<file path="config.mk">
export PLATFORM = sky130hd
export DESIGN_NAME = mult_serial
export DESIGN_NICKNAME = d
export VERILOG_FILES = /design/src/rtl/mult_pkg.sv /design/src/rtl/mult_serial_mod_residue.sv /design/src/rtl/mult_serial.sv
export SDC_FILE = /design/constraint.sdc
export NUM_CORES = 1
export LEC_CHECK = 0
export CAP_MARGIN = 20
export CORE_MARGIN = 5
export CORE_UTILIZATION = 55
export CTS_BUF_LIST = sky130_fd_sc_hd__clkbuf_8 sky130_fd_sc_hd__clkbuf_16
export DETAILED_ROUTE_END_ITERATION = 6
export PLACE_DENSITY = 0.79
export SLEW_MARGIN = 20
export SYNTH_ARGS = -nofsm -noshare
export SYNTH_HDL_FRONTEND = slang
export SYNTH_SLANG_ARGS = --single-unit
</file>
<file path="constraint.sdc">
create_clock -name clk -period 2.5 [get_ports clk]
set_input_delay 0.5 -clock clk [delete_from_list [all_inputs] [get_ports clk]]
set_output_delay 0.5 -clock clk [all_outputs]
set_load 0.02 [all_outputs]
</file>
<file path="src/rtl/mult_pkg.sv">
// Shared types and sizing helpers for the serial multiple-of detector.
package mult_pkg;

  typedef enum logic [1:0] {
    IDLE  = 2'd0,
    SHIFT = 2'd1,
    DONE  = 2'd2
  } state_t;

  localparam int MIN_WIDTH = 1;
  localparam int MIN_DIV   = 2;

  // Ceiling log2; 0 for v <= 1.
  function automatic int clog2(input int v);
    int r;
    r = 0;
    while ((1 << r) < v) r = r + 1;
    return r;
  endfunction

  // Register width able to hold 0..v-1, never narrower than one bit.
  function automatic int width_of(input int v);
    return (clog2(v) < 1) ? 1 : clog2(v);
  endfunction

endpackage

</file>
<file path="src/rtl/mult_serial_mod_residue.sv">
// Running residue modulo D of an MSB-first bit stream.
module mod_residue
  import mult_pkg::*;
#(
  parameter int D = 3
) (
  input  logic clk,
  input  logic rst_n,
  input  logic clr,
  input  logic en,
  input  logic bit_in,
  output logic zero
);

  localparam int RW = width_of(D);
  localparam logic [RW:0]   D_EXT = (RW + 1)'(D);
  // The subtract result is below D, so only the low RW bits matter.
  localparam logic [RW-1:0] D_LO  = RW'(D);

  logic [RW-1:0] r_reg;
  logic [RW-1:0] r_next;
  logic [RW:0]   sum;

  always_comb begin
    sum    = {r_reg, bit_in};
    r_next = (sum >= D_EXT) ? (sum[RW-1:0] - D_LO) : sum[RW-1:0];
  end

  always_ff @(posedge clk or negedge rst_n) begin
    if (!rst_n) begin
      r_reg <= '0;
    end else if (clr) begin
      r_reg <= '0;
    end else if (en) begin
      r_reg <= r_next;
    end
  end

  assign zero = (r_reg == '0);

endmodule

</file>
<file path="src/rtl/mult_serial.sv">
// Serial detector: flags whether a WIDTH-bit operand is a multiple of DIV1 / DIV2.
module mult_serial
  import mult_pkg::*;
#(
  parameter int WIDTH        = 8,
  parameter int DIV1         = 3,
  parameter int DIV2         = 2,
  parameter int ZERO_IS_MULT = 0
) (
  input  logic             clk,
  input  logic             rst_n,
  input  logic             in_valid,
  output logic             in_ready,
  input  logic [WIDTH-1:0] in_data,
  output logic             done,
  output logic             led1,
  output logic             led2
);

  localparam int            CW       = width_of(WIDTH);
  localparam logic [CW-1:0] CNT_INIT = CW'(WIDTH - 1);
  localparam logic          ZERO_OK  = (ZERO_IS_MULT != 0);

  generate
    if (WIDTH < MIN_WIDTH) begin : g_bad_width
      $error("mult_serial: WIDTH must be >= 1");
    end
    if (DIV1 < MIN_DIV) begin : g_bad_div1
      $error("mult_serial: DIV1 must be >= 2");
    end
    if (DIV2 < MIN_DIV) begin : g_bad_div2
      $error("mult_serial: DIV2 must be >= 2");
    end
  endgenerate

  state_t            state_reg, state_next;
  logic [WIDTH-1:0]  shift_reg;
  logic [CW-1:0]     cnt_reg;
  logic              nonzero_reg;
  logic              led1_reg, led2_reg;
  logic              load, step;
  logic              zero1, zero2;
  logic              flag1, flag2;

  always_comb begin
    state_next = state_reg;
    load       = 1'b0;
    step       = 1'b0;
    case (state_reg)
      IDLE: begin
        if (in_valid) begin
          load       = 1'b1;
          state_next = SHIFT;
        end
      end
      SHIFT: begin
        step = 1'b1;
        if (cnt_reg == '0) state_next = DONE;
      end
      DONE:    state_next = IDLE;
      default: state_next = IDLE;
    endcase
  end

  always_ff @(posedge clk or negedge rst_n) begin
    if (!rst_n) begin
      state_reg   <= IDLE;
      shift_reg   <= '0;
      cnt_reg     <= '0;
      nonzero_reg <= 1'b0;
      led1_reg    <= 1'b0;
      led2_reg    <= 1'b0;
    end else begin
      state_reg <= state_next;
      if (load) begin
        shift_reg   <= in_data;
        cnt_reg     <= CNT_INIT;
        nonzero_reg <= 1'b0;
      end else if (step) begin
        shift_reg   <= shift_reg << 1;
        nonzero_reg <= nonzero_reg | shift_reg[WIDTH-1];
        if (cnt_reg != '0) cnt_reg <= cnt_reg - 1'b1;
      end
      if (state_reg == DONE) begin
        led1_reg <= flag1;
        led2_reg <= flag2;
      end
    end
  end

  mod_residue #(.D(DIV1)) u_res1 (
    .clk    (clk),
    .rst_n  (rst_n),
    .clr    (load),
    .en     (step),
    .bit_in (shift_reg[WIDTH-1]),
    .zero   (zero1)
  );

  mod_residue #(.D(DIV2)) u_res2 (
    .clk    (clk),
    .rst_n  (rst_n),
    .clr    (load),
    .en     (step),
    .bit_in (shift_reg[WIDTH-1]),
    .zero   (zero2)
  );

  assign flag1 = zero1 && (nonzero_reg || ZERO_OK);
  assign flag2 = zero2 && (nonzero_reg || ZERO_OK);

  // In DONE the fresh flags go straight out; afterwards the held copies do.
  assign in_ready = (state_reg == IDLE);
  assign done     = (state_reg == DONE);
  assign led1     = done ? flag1 : led1_reg;
  assign led2     = done ? flag2 : led2_reg;

endmodule

</file>
==> results of run 1 <==
## worst max-delay path: stages (launching register included)
cell             delay (ns)
dfrtp_1                0.38
nand2b_1               0.21
o31ai_1                0.32
clkdlybuf4s50_1        0.67
## cells in the mapped netlist (all sizes together) (2+ instances only)
master	n	share of area (%)
ha	3	3.9
mux2i	2	2.1
a21oi	9	4.6
a22o	2	1.8
dfrtp	19	49
nor2b	12	8.0
nand2	3	1.2
a22oi	9	6.9
o21ai	13	6.7
nand2b	5	3.2
buf	3	2.1
inv	6	2.3
nor2	4	1.5
## power groups by stage
stage	clock [mW]	combinational (mW)	sequential [mW]
floorplan	0	0.415	0.516
global placement	0	0.547	0.527
detailed placement	0	0.578	0.537
CTS	0.209	0.580	0.532
global route	0.229	0.653	0.555
finish	0.204	0.583	0.536
## cells by family (layout without fill, tap and decap cells)
family                     count (synthesis)  after routing  share of synthesized area, %
AOI/OAI and AO/OA                         39             39                         24.97
adders and majority gates                  3              3                         3.861
buffers and inverters                     10             29                         4.760
DFF                                       19             19                         48.91
muxes                                      2              2                         2.059
and+or+nand+nor                           26             26                         15.44
## metal layers
layer	vias to the layer above	track usage [%]	share of wire, %	routed length, um
li1	393	-	-	-
met1	394	22.91	42	890
met2	22	28.87	52	1102
met3	0	4.585	5.8	122
met4	0	3.930	0	0
met5	-	0	0	0
## cell usage in the layout (no fill, tap or decap)
cell type and count:
mux2i_1 2, inv_1 7, a31oi_1 1, o41ai_2 1
o221ai_1 1, nor2_1 4, o31ai_1 1, a21oi_1 9
nand2b_1 5, clkdlybuf4s50_1 14, o21bai_1 1, buf_4 5
ha_1 3, nand2_1 3, nor2b_1 11, dfrtp_1 19
a32oi_1 1, nor3_1 1, clkbuf_8 3, nor2b_2 1
o21ai_0 5, a22oi_1 9, a22o_1 2, o21ai_1 8
or4b_1 1
## what timing repair did
action                     in CTS  in global routing
gates resized for setup         0                  1
hold endpoints to repair        0                  0
setup endpoints to repair       0                  1
## final timing paths
kind                                   start  slack, ns               to
worst max-delay path            state_reg[0]       0.17             led2
worst min-delay path                led1_reg       0.50         led1_reg
worst max register to register  shift_reg[7]       0.91  u_res1.r_reg[0]
worst min register to register      led1_reg       0.50         led1_reg
max in group asynchronous              rst_n       1.71     shift_reg[7]
min in group asynchronous              rst_n       0.58         led1_reg
## per-stage QoR
step / hold slack [ns] / util [%] / power, mW / instances
4_1_cts: 0.5002 / 70.40 / 1.322 / 143
3_5_place_dp: 0.4841 / 67.77 / 1.114 / 139
3_3_place_gp: 0.4598 / 67.77 / 1.074 / 139
6_report: 0.4963 / 70.84 / 1.323 / 143
5_1_grt: 0.5156 / 70.84 / 1.436 / 143
2_1_floorplan: 0.2044 / - / 0.9309 / 99
## cell type report
class	instances	area, um^2	share of cell area, %
Tap cell	25	31.28	2.585
Inverter	6	22.52	1.861
Timing Repair Buffer	19	177.7	14.68
Sequential cell	19	475.5	39.30
Clock inverter	1	3.754	0.3102
Multi-Input combinational cell	70	457.9	37.85
Clock buffer	3	41.29	3.413
==> impl_metrics.yaml, run 1 <==
final_layout:
  final_nets: 133
  n_fill_cell: 130
  diodes: 0
  area_growth_pct: 24.45
  finalInstanceArea_um2: 1210
  largest_reg_flops: 8
  drive_gt1_share_pct: 8.475
outcome:
  status: "complete, no violations"
global_routing:
  antenna_found_initial: 0
  grt_overflow: 0
  grt_pass1_vias: 817
  grt.total_usage_pct: 17.54
  grt_max_degree: 20
  grt_pass1_wl_um: 3643
drt:
  num_vias: 809
  routed_wl_um: 2116
  drt_iter0_markers: 12
  antenna_left: 0
  vias_per_cell: 5.657
  drc: 0
  wl_per_cell_um: 14.80
  dr.pass1.iters: 4
sta:
  hold_violations: 0
  timing.final.crit_share_pct: 93.39
  slew_headroom_pct: 65.16
  fin_tns_setup_ns: 0
  rsz0062_at_grt: "no"
  period_minus_slack_ns: 2.335
  finalSetupViolations: 0
  tightest_slew_ns: 0.5202
  clock.fmax_ghz: 0.4283
  clock_skew_ns: 0.002327
  timing.final.ws_setup_ns: 0.1652
  maxSlewViolCount: 0
power:
  intPower_uw: 814.7
  p_per_area_nw_per_um2: 1094
  combPwrFrac_pct: 44.1
  p_clk_share_pct: 15.4
  p_leak_nw: 0.5535
  seqPwrFrac_pct: 40.5
  p_switching_uw: 508.4
  ir_drop_v: 0.0005252
  switching_share_pct: 38.42
logic_synthesis:
  netlist_instances: 99
  ys_async_sr_fraction_pct: 100.0
  syn_nets: 113
  ys_ff_latch: 19
  syn-cell-area_um2: 972.2
  postSynthAreaPerCell_um2: 9.820
  synth_edf_count: 0
  synth_warnings: 0
  seq_area_frac_synth_pct: 48.91
  synth_ff_type: "dfrtp_1"
  netlist-cell-type-count: 25
die:
  start_util_pct: 56.92
  die_y_um: 52.04
  row_count: 15
  die_width_um: 52.04
  core_um2: 1708
  die_area_um2: 2708
  io_pins: 15
placement:
  port_buffers: 14
  place_congestion: 0.7548
  place_area_um2: 1157
  place_ws_ns: 0.3937
  hpwlAfterDp_um: 1486
clock_tree:
  cts_root_buffer: "clkbuf_8"
  insertion_delay_ns: 0.25
  htreeDepth: 1
  postCtsSetupRepairBufs: 0
  cts_tree: "yes"
  clockBufferDepth: 2
  path_clk_slew_ns: 0.07
  cts_sinks: 19
  cts_buffers: 3
  cts-hold-fix-buffers: 0
hold_path:
  whs_path_depth: 2
  min_path_type: "reg -> reg"
worst_setup_path:
  arrival_ns: 1.83
  reg2reg_depth: 4
  critPathMaxFanout: 5
  criticalPathCategory: "reg -> out"
  worst_setup_path_end_kind: "primary output"
  required_ns: 2.00
  start_kind: "flip-flop"
run:
  maxCapViolCount: 0
(Power assumes the default switching activity.)
==> run 2, diff against run 1 <==
- PLACE_DENSITY: 0.79 -> unset
- PLACE_DENSITY_LB_ADDON: unset -> 0.08
==> run 2 against run 1 <==
  * Wire length down 1.1%
  * Hold slack worse by 0.011 ns
  * Non-clock buffer count down 1
  * Maximum frequency up 0.42%
  * Largest cell class unchanged
  * Highest routed layer is now met4
==> impl_metrics.yaml, run 2 (synthesis gave the netlist of run 1 again) <==
sta:
  clock.fmax_ghz: 0.4301
  clock_skew_ns: 0.001756
  fin_hold_ws_ns: 0.4853
  maxSlewViolCount: 0
  tightest_slew_ns: 0.5190
  period_minus_slack_ns: 2.325
  hold_violations: 0
  timing.final.crit_share_pct: 93.00
  finalSetupViolations: 0
  rsz0062_at_grt: "no"
  fin_tns_setup_ns: 0
  slew_headroom_pct: 65.24
final_layout:
  drive_gt1_share_pct: 6.838
  diodes: 0
  area_growth_pct: 22.91
  mostFrequentLayoutCell: "dfrtp_1"
  seq_area_um2: 475.5
  multiInputGateArea_um2: 450.4
  final_nets: 132
  n_fill_cell: 138
  largest_reg_flops: 8
  layout_common_cells: "19 x dfrtp_1, 14 x clkdlybuf4s50_1, 11 x nor2b_1, 9 x a21oi_1, 9 x a22oi_1"
drt:
  antenna_left: 0
  vias_per_cell: 5.655
  drc: 0
  num_vias: 803
  routed_wl_um: 2092
  dr.pass1.iters: 4
  wl_per_cell_um: 14.73
  drt_iter0_markers: 11
clock_tree:
  postCtsSetupRepairBufs: 0
  cts_root_buffer: "clkbuf_8"
  cts_buffers: 3
  htreeDepth: 1
  cts_sinks: 19
  clockBufferDepth: 2
  insertion_delay_ns: 0.25
  post_cts_resized: 0
  cts-hold-fix-buffers: 0
  cts_tree: "yes"
  path_clk_slew_ns: 0.07
die:
  io_pins: 15
  core_um2: 1708
  start_util_pct: 56.92
  row_count: 15
  die_y_um: 52.04
  die_width_um: 52.04
  die_area_um2: 2708
worst_setup_path:
  worst_setup_path_end_kind: "primary output"
  reg2reg_to: "u_res1.r_reg[0]"
  arrival_ns: 1.83
  start_kind: "flip-flop"
  endpoint: "led1"
  criticalPathCategory: "reg -> out"
  critPathMaxFanout: 5
  r2r_slack_ns: 0.95
  required_ns: 2.00
  worstReg2RegStart: "shift_reg[7]"
  crit_path_start: "state_reg[0]"
  reg2reg_depth: 4
global_routing:
  grt_max_degree: 20
  grt_pass1_vias: 785
  grt.total_usage_pct: 17.81
  grt_pass1_wl_um: 3525
  antenna_found_initial: 0
  grt_overflow: 0
hold_path:
  min_path_type: "reg -> reg"
  whs_path_depth: 2
outcome:
  status: "complete, no violations"
placement:
  place_congestion: 0.7629
  port_buffers: 14
  hpwlAfterDp_um: 1441
power:
  p_leak_nw: 0.5428
  ir_drop_v: 0.0006233
  p_per_area_nw_per_um2: 1099
run:
  maxCapViolCount: 0
run 2: changes by cell type in the layout (fill, tap and decap cells not counted):
cell / change
o41ai_1: +1
buf_4: -1
o41ai_2: -1
run 2: final cells by class:
class                      instances  area share (%)
clock buffer                       3           3.455
clock inverter                     1          0.3141
inverter                           6           1.885
multi-input combinational         70           37.70
sequential                        19           39.79
tap                               25           2.618
timing repair buffer              18           14.24
run 2: worst min path at each step:
stage	start	slack, ns	to
floorplan	rst_n	0.20	cnt_reg[0]
global placement	led2_reg	0.46	led2_reg
detailed placement	led2_reg	0.47	led2_reg
CTS	led2_reg	0.49	led2_reg
global route	led2_reg	0.52	led2_reg
finish	led2_reg	0.49	led2_reg
run 2: stage by stage:
stage	power (mW)	instance area, um^2	util (%)	setup WS [ns]	cells
2_1_floorplan	0.9309	972.2	-	0.5722	99
3_3_place_gp	1.071	1150	67.33	0.4632	138
3_5_place_dp	1.115	1150	67.33	0.4472	138
4_1_cts	1.326	1195	69.96	0.1664	142
5_1_grt	1.415	1195	69.96	0.04104	142
6_report	1.313	1195	69.96	0.1749	142
run 2: worst max-delay path, cell delays in order, from the launching register on:
cell	delay [ns]
dfrtp_1	0.37
nand2b_1	0.19
o41ai_1	0.33
clkdlybuf4s50_1	0.68
run 2: layer usage:
metal | wire [um] | GRT usage, % | up-vias | part of all wire [%]
li1 | - | - | 389 | -
met1 | 896 | 21.57 | 399 | 43
met2 | 1120 | 29.92 | 13 | 54
met3 | 62 | 4.011 | 2 | 3.0
met4 | 13 | 7.860 | 0 | 0.62
met5 | 0 | 0 | - | 0
run 2: power breakdown:
| group | leakage, nW | internal, mW | switching (mW) |
|---|---|---|---|
| clock | 0.0269 | 0.109 | 0.0941 |
| combinational | 0.277 | 0.268 | 0.311 |
| sequential | 0.239 | 0.434 | 0.0969 |
| total | 0.543 | 0.811 | 0.502 |
==> RTL edit 1 (config.mk and constraints of run 1) <==
Register the output `led2`, cleared by the reset; this adds one clock of latency there. The other outputs are not delayed to match.
--- a/src/rtl/mult_serial.sv
+++ b/src/rtl/mult_serial.sv
@@ -114,5 +114,11 @@
   assign done     = (state_reg == DONE);
   assign led1     = done ? flag1 : led1_reg;
-  assign led2     = done ? flag2 : led2_reg;
+  always_ff @(posedge clk or negedge rst_n) begin
+    if (!rst_n) begin
+      led2 <= '0;
+    end else begin
+      led2 <= done ? flag2 : led2_reg;
+    end
+  end
 
 endmodule
Formal check against the unedited RTL: not equivalent (Yosys sat finds a counterexample within 10 cycles, from zero or initial values and one cycle with rst_n low).
==> RTL edit 1 against run 1 <==
  * Routed wire length is 5.2% lower
  * Combinational power is 2% lower
  * Core utilization is 0.44 points lower
  * Synthesized area is 0.26% lower
  * Non-clock buffer count stayed put
  * Sequential cell count stayed put
  * Total power is 1.0% lower
  * Cell area is 0.62% lower
  * Setup slack worse by 30 ps
  * Global-route usage is 0.86 points higher
  * Synthesized cell count stayed put
  * Cell count stayed put
  * Count of clock-buffer cells in the layout stayed put
  * Clock skew is 1.2 ps lower
==> RTL edit 1: results <==
[logic_synthesis]
synth_edf_count = 0
yosysSeqAreaShare_pct = 49.0
synth.area.top_cells = dfrtp_1 49%, nor2b_1 7.1%, a22oi_1 7.0%, o21ai_1 6.2%, a21oi_1 4.6%
yosys-top-cells-count = 19 x dfrtp_1, 12 x o21ai_1, 11 x nor2b_1

[routing]
wirelength_um = 2010
via_per_inst = 5.72
drt_iter0_markers = 29

[global_route]
grt_pass1_vias = 778
grt_pass1_wl_um = 3620
grt_usage_pct = 18.4

[sta]
worst-slew-pin-transition_ps = 550
skew_ps = 1.17

[clock_tree]
post_cts_resized = 0
clk_latency_ps = 250
clockBufferDepth = 2

[placed_design]
dp_hpwl_um = 1380
gp_congestion = 0.745

[cells_and_area]
nNetsFinal = 133
fillCellCount = 141
drive_gt1_share_pct = 7.63
largest_reg_flops = 8

[critical_path]
cp.arrival_ps = 1860

[power]
p_leak_uw = 0.000548
irDropWorstVdd_uv = 660

[outcome]
outcome = completed
-- RTL edit 1: cell counts after synthesis --
No cell type changed its count.
-- RTL edit 1: stage by stage --
step	worst slack (ps)	instance area (um2)	power, uW	cells
floorplan	567	970	933	99
global placement	467	1160	1080	139
detailed placement	410	1160	1100	139
CTS	125	1200	1320	143
global route	8.84	1200	1430	143
finish	135	1200	1310	143
-- RTL edit 1: cell type report --
type                       instances  area share, %
multi-input combinational         70           37.5
clock inverter                     1          0.312
clock buffer                       3           3.43
sequential                        19           39.5
timing repair buffer              19           14.8
tap                               25           2.60
inverter                           6           1.87
-- RTL edit 1: critical path, cell delays in order, from the launching register on --
cell             delay, ps
dfrtp_1                370
nand2b_1               200
o41ai_1                360
clkdlybuf4s50_1        680
-- RTL edit 1: routing by layer --
| layer | global-route usage [%] | up-vias | part of all wire [%] |
|---|---|---|---|
| met2 | 29.3 | 14 | 48 |
| met5 | 0 | - | 0 |
| met4 | 5.24 | 0 | 0.75 |
| met3 | 6.02 | 2 | 5.1 |
| met1 | 23.7 | 407 | 46 |
| li1 | - | 395 | - |
-- RTL edit 1: power breakdown --
part	switching (uW)	total, uW	internal (uW)
clock network	99.9	209	109
logic	302	570	268
registers	96.4	531	434
-- RTL edit 1: worst paths after layout --
path / start / end / slack (ps) / cells after the start
setup / recovery: state_reg[0] / led1 / 140 / 3
hold / removal: u_res2.r_reg / led2 / 480 / 1
setup reg to reg: shift_reg[7] / u_res1.r_reg[0] / 970 / 4
hold reg to reg: u_res2.r_reg / led2 / 480 / 1
max in group asynchronous: rst_n / u_res1.r_reg[0] / 1730 / 2
min in group asynchronous: rst_n / led2 / 570 / 2
-- RTL edit 1: cells by family (layout without fill, tap and decap cells) --
| kind of cell | Yosys count | in the layout | share of synthesized area, % |
|---|---|---|---|
| buf+inv | 10 | 29 | 4.52 |
| fa+ha+maj | 3 | 3 | 3.87 |
| simple gates | 26 | 26 | 15.5 |
| compound gates | 39 | 39 | 25.0 |
| flops | 19 | 19 | 49.0 |
| mux | 2 | 2 | 2.06 |
==> RTL edit 2 (config.mk and constraints of run 1) <==
Made on the original files. Change the parameter `DIV1` from 3 to 2.
--- a/src/rtl/mult_serial.sv
+++ b/src/rtl/mult_serial.sv
@@ -4,5 +4,5 @@
 #(
   parameter int WIDTH        = 8,
-  parameter int DIV1         = 3,
+  parameter int DIV1         = 2,
   parameter int DIV2         = 2,
   parameter int ZERO_IS_MULT = 0
Behaviour: not the same (Yosys sat finds a counterexample within 10 cycles, from zero or initial values and one cycle with rst_n low).
==> RTL edit 2 against run 1 <==
  * Routed wire length shrank 19%
  * Fmax grew 5.0%
  * Register-to-register slack better by 280 ps
  * Setup slack better by 110 ps
  * Hold slack got worse by 0.89 ps
  * Total power fell by 11%
  * Clock power grew 2%
  * Synthesized area fell by 12%
  * Sequential cell count shrank 2
  * Cell area shrank 13%
  * Critical endpoint unchanged
==> RTL edit 2: results <==
[outcome]
outcome = completed

[global_route]
grt_pass1_vias = 668
grt_usage_pct = 16.4
grt_max_degree = 18
grt_pass1_wl_um = 3020
met3_usage_pct = 3.06
use_met2_pct = 27.0
use_met1_pct = 19.2

[clock_tree]
clk_pin_slew_ps = 70
post_cts_resized = 0

[cells_and_area]
nNetsFinal = 111
drive_gt1_share_pct = 11.3
antenna_cells = 0
fillCellCount = 115

[critical_path]
cp_max_fo = 4
worstSetupPathType = flip-flop to output port
cp.arrival_ps = 1720

[logic_synthesis]
yosysSeqAreaShare_pct = 49.9
synth.area.top_cells = dfrtp_1 50%, a22oi_1 7.9%, o21ai_1 5.9%, nand2b_1 3.7%, ha_1 2.9%
yosys-top-cells-count = 17 x dfrtp_1, 10 x o21ai_1, 9 x a22oi_1
async_reset_ff_share_pct = 100
syn-num-nets = 93
yosysUniqueCellTypes = 24

[routing]
drt_iter0_markers = 6
vias = 661
wirelength_um = 1710

[sta]
skew_ps = 0.782
slew_headroom_pct = 48.1

[placed_design]
dp_hpwl_um = 1250
gp_congestion = 0.682

[power]
p_leak_uw = 0.000515
irDropWorstVdd_uv = 719
-- RTL edit 2: changes by cell type in the layout (fill, tap and decap cells not counted), sizes merged, moves of 2 or more --
cell	change
a21o	+2
nor2b	-9
a21oi	-5
and2b	+5
buf	-3
dfrtp	-2
o21ai	-3
inv	-2
-- RTL edit 2: area by class of cell --
cell class	instances	area, um2	area share (%)
Clock buffer	3	41.3	3.91
Clock inverter	1	5.00	0.474
Inverter	5	18.8	1.78
Multi-Input combinational cell	55	389	36.9
Sequential cell	17	425	40.3
Tap cell	16	20.0	1.90
Timing Repair Buffer	16	155	14.7
-- RTL edit 2: final timing paths --
| check | from | end | slack (ps) | cells past startpoint |
|---|---|---|---|---|
| setup reg to reg | cnt_reg[0] | cnt_reg[1] | 1190 | 5 |
| hold / removal | shift_reg[2] | shift_reg[2] | 500 | 2 |
| setup / recovery | state_reg[0] | led2 | 280 | 4 |
| min in group asynchronous | rst_n | led1_reg | 700 | 1 |
| max in group asynchronous | rst_n | shift_reg[1] | 1320 | 1 |
| hold reg to reg | shift_reg[2] | shift_reg[2] | 500 | 2 |
-- RTL edit 2: power by group --
group / internal, uW / switching [uW] / leakage (uW)
Combinational: 240 / 269 / 0.000277
Clock: 111 / 98.5 / 0.0000255
Sequential: 387 / 72.6 / 0.000213
Total: 738 / 440 / 0.000515
-- RTL edit 2: worst max-delay path: stages (launching register included) --
cell             delay, ps
dfrtp_1                380
nand2b_1               200
nor3_2                 160
a21o_1                 130
clkdlybuf4s50_1        600
-- RTL edit 2: through the flow --
step                      hold WS [ps]  worst slack [ps]  cell area (um2)  std cells  total power [uW]
final                              495               277             1050        113              1180
after global routing               518               197             1050        113              1280
after CTS                          499               248             1050        113              1180
after detailed placement           484               531             1010        109               975
after global placement             464               607             1010        109               934
after floorplan                    204               972              853         80               812
-- RTL edit 2: cells by family after synthesis --
family,count (synthesis),share of synthesized area (%)
AOI/OAI and AO/OA,30,24.0
adders and majority gates,2,2.93
buffers and inverters,8,4.54
DFF,17,49.9
muxes,2,2.35
and+or+nand+nor,21,16.3
-- RTL edit 2: metal layers --
metal	vias up	share of wire, %
li1	319	-
met1	315	40
met2	23	51
met3	4	6.0
met4	0	3.0
met5	-	0
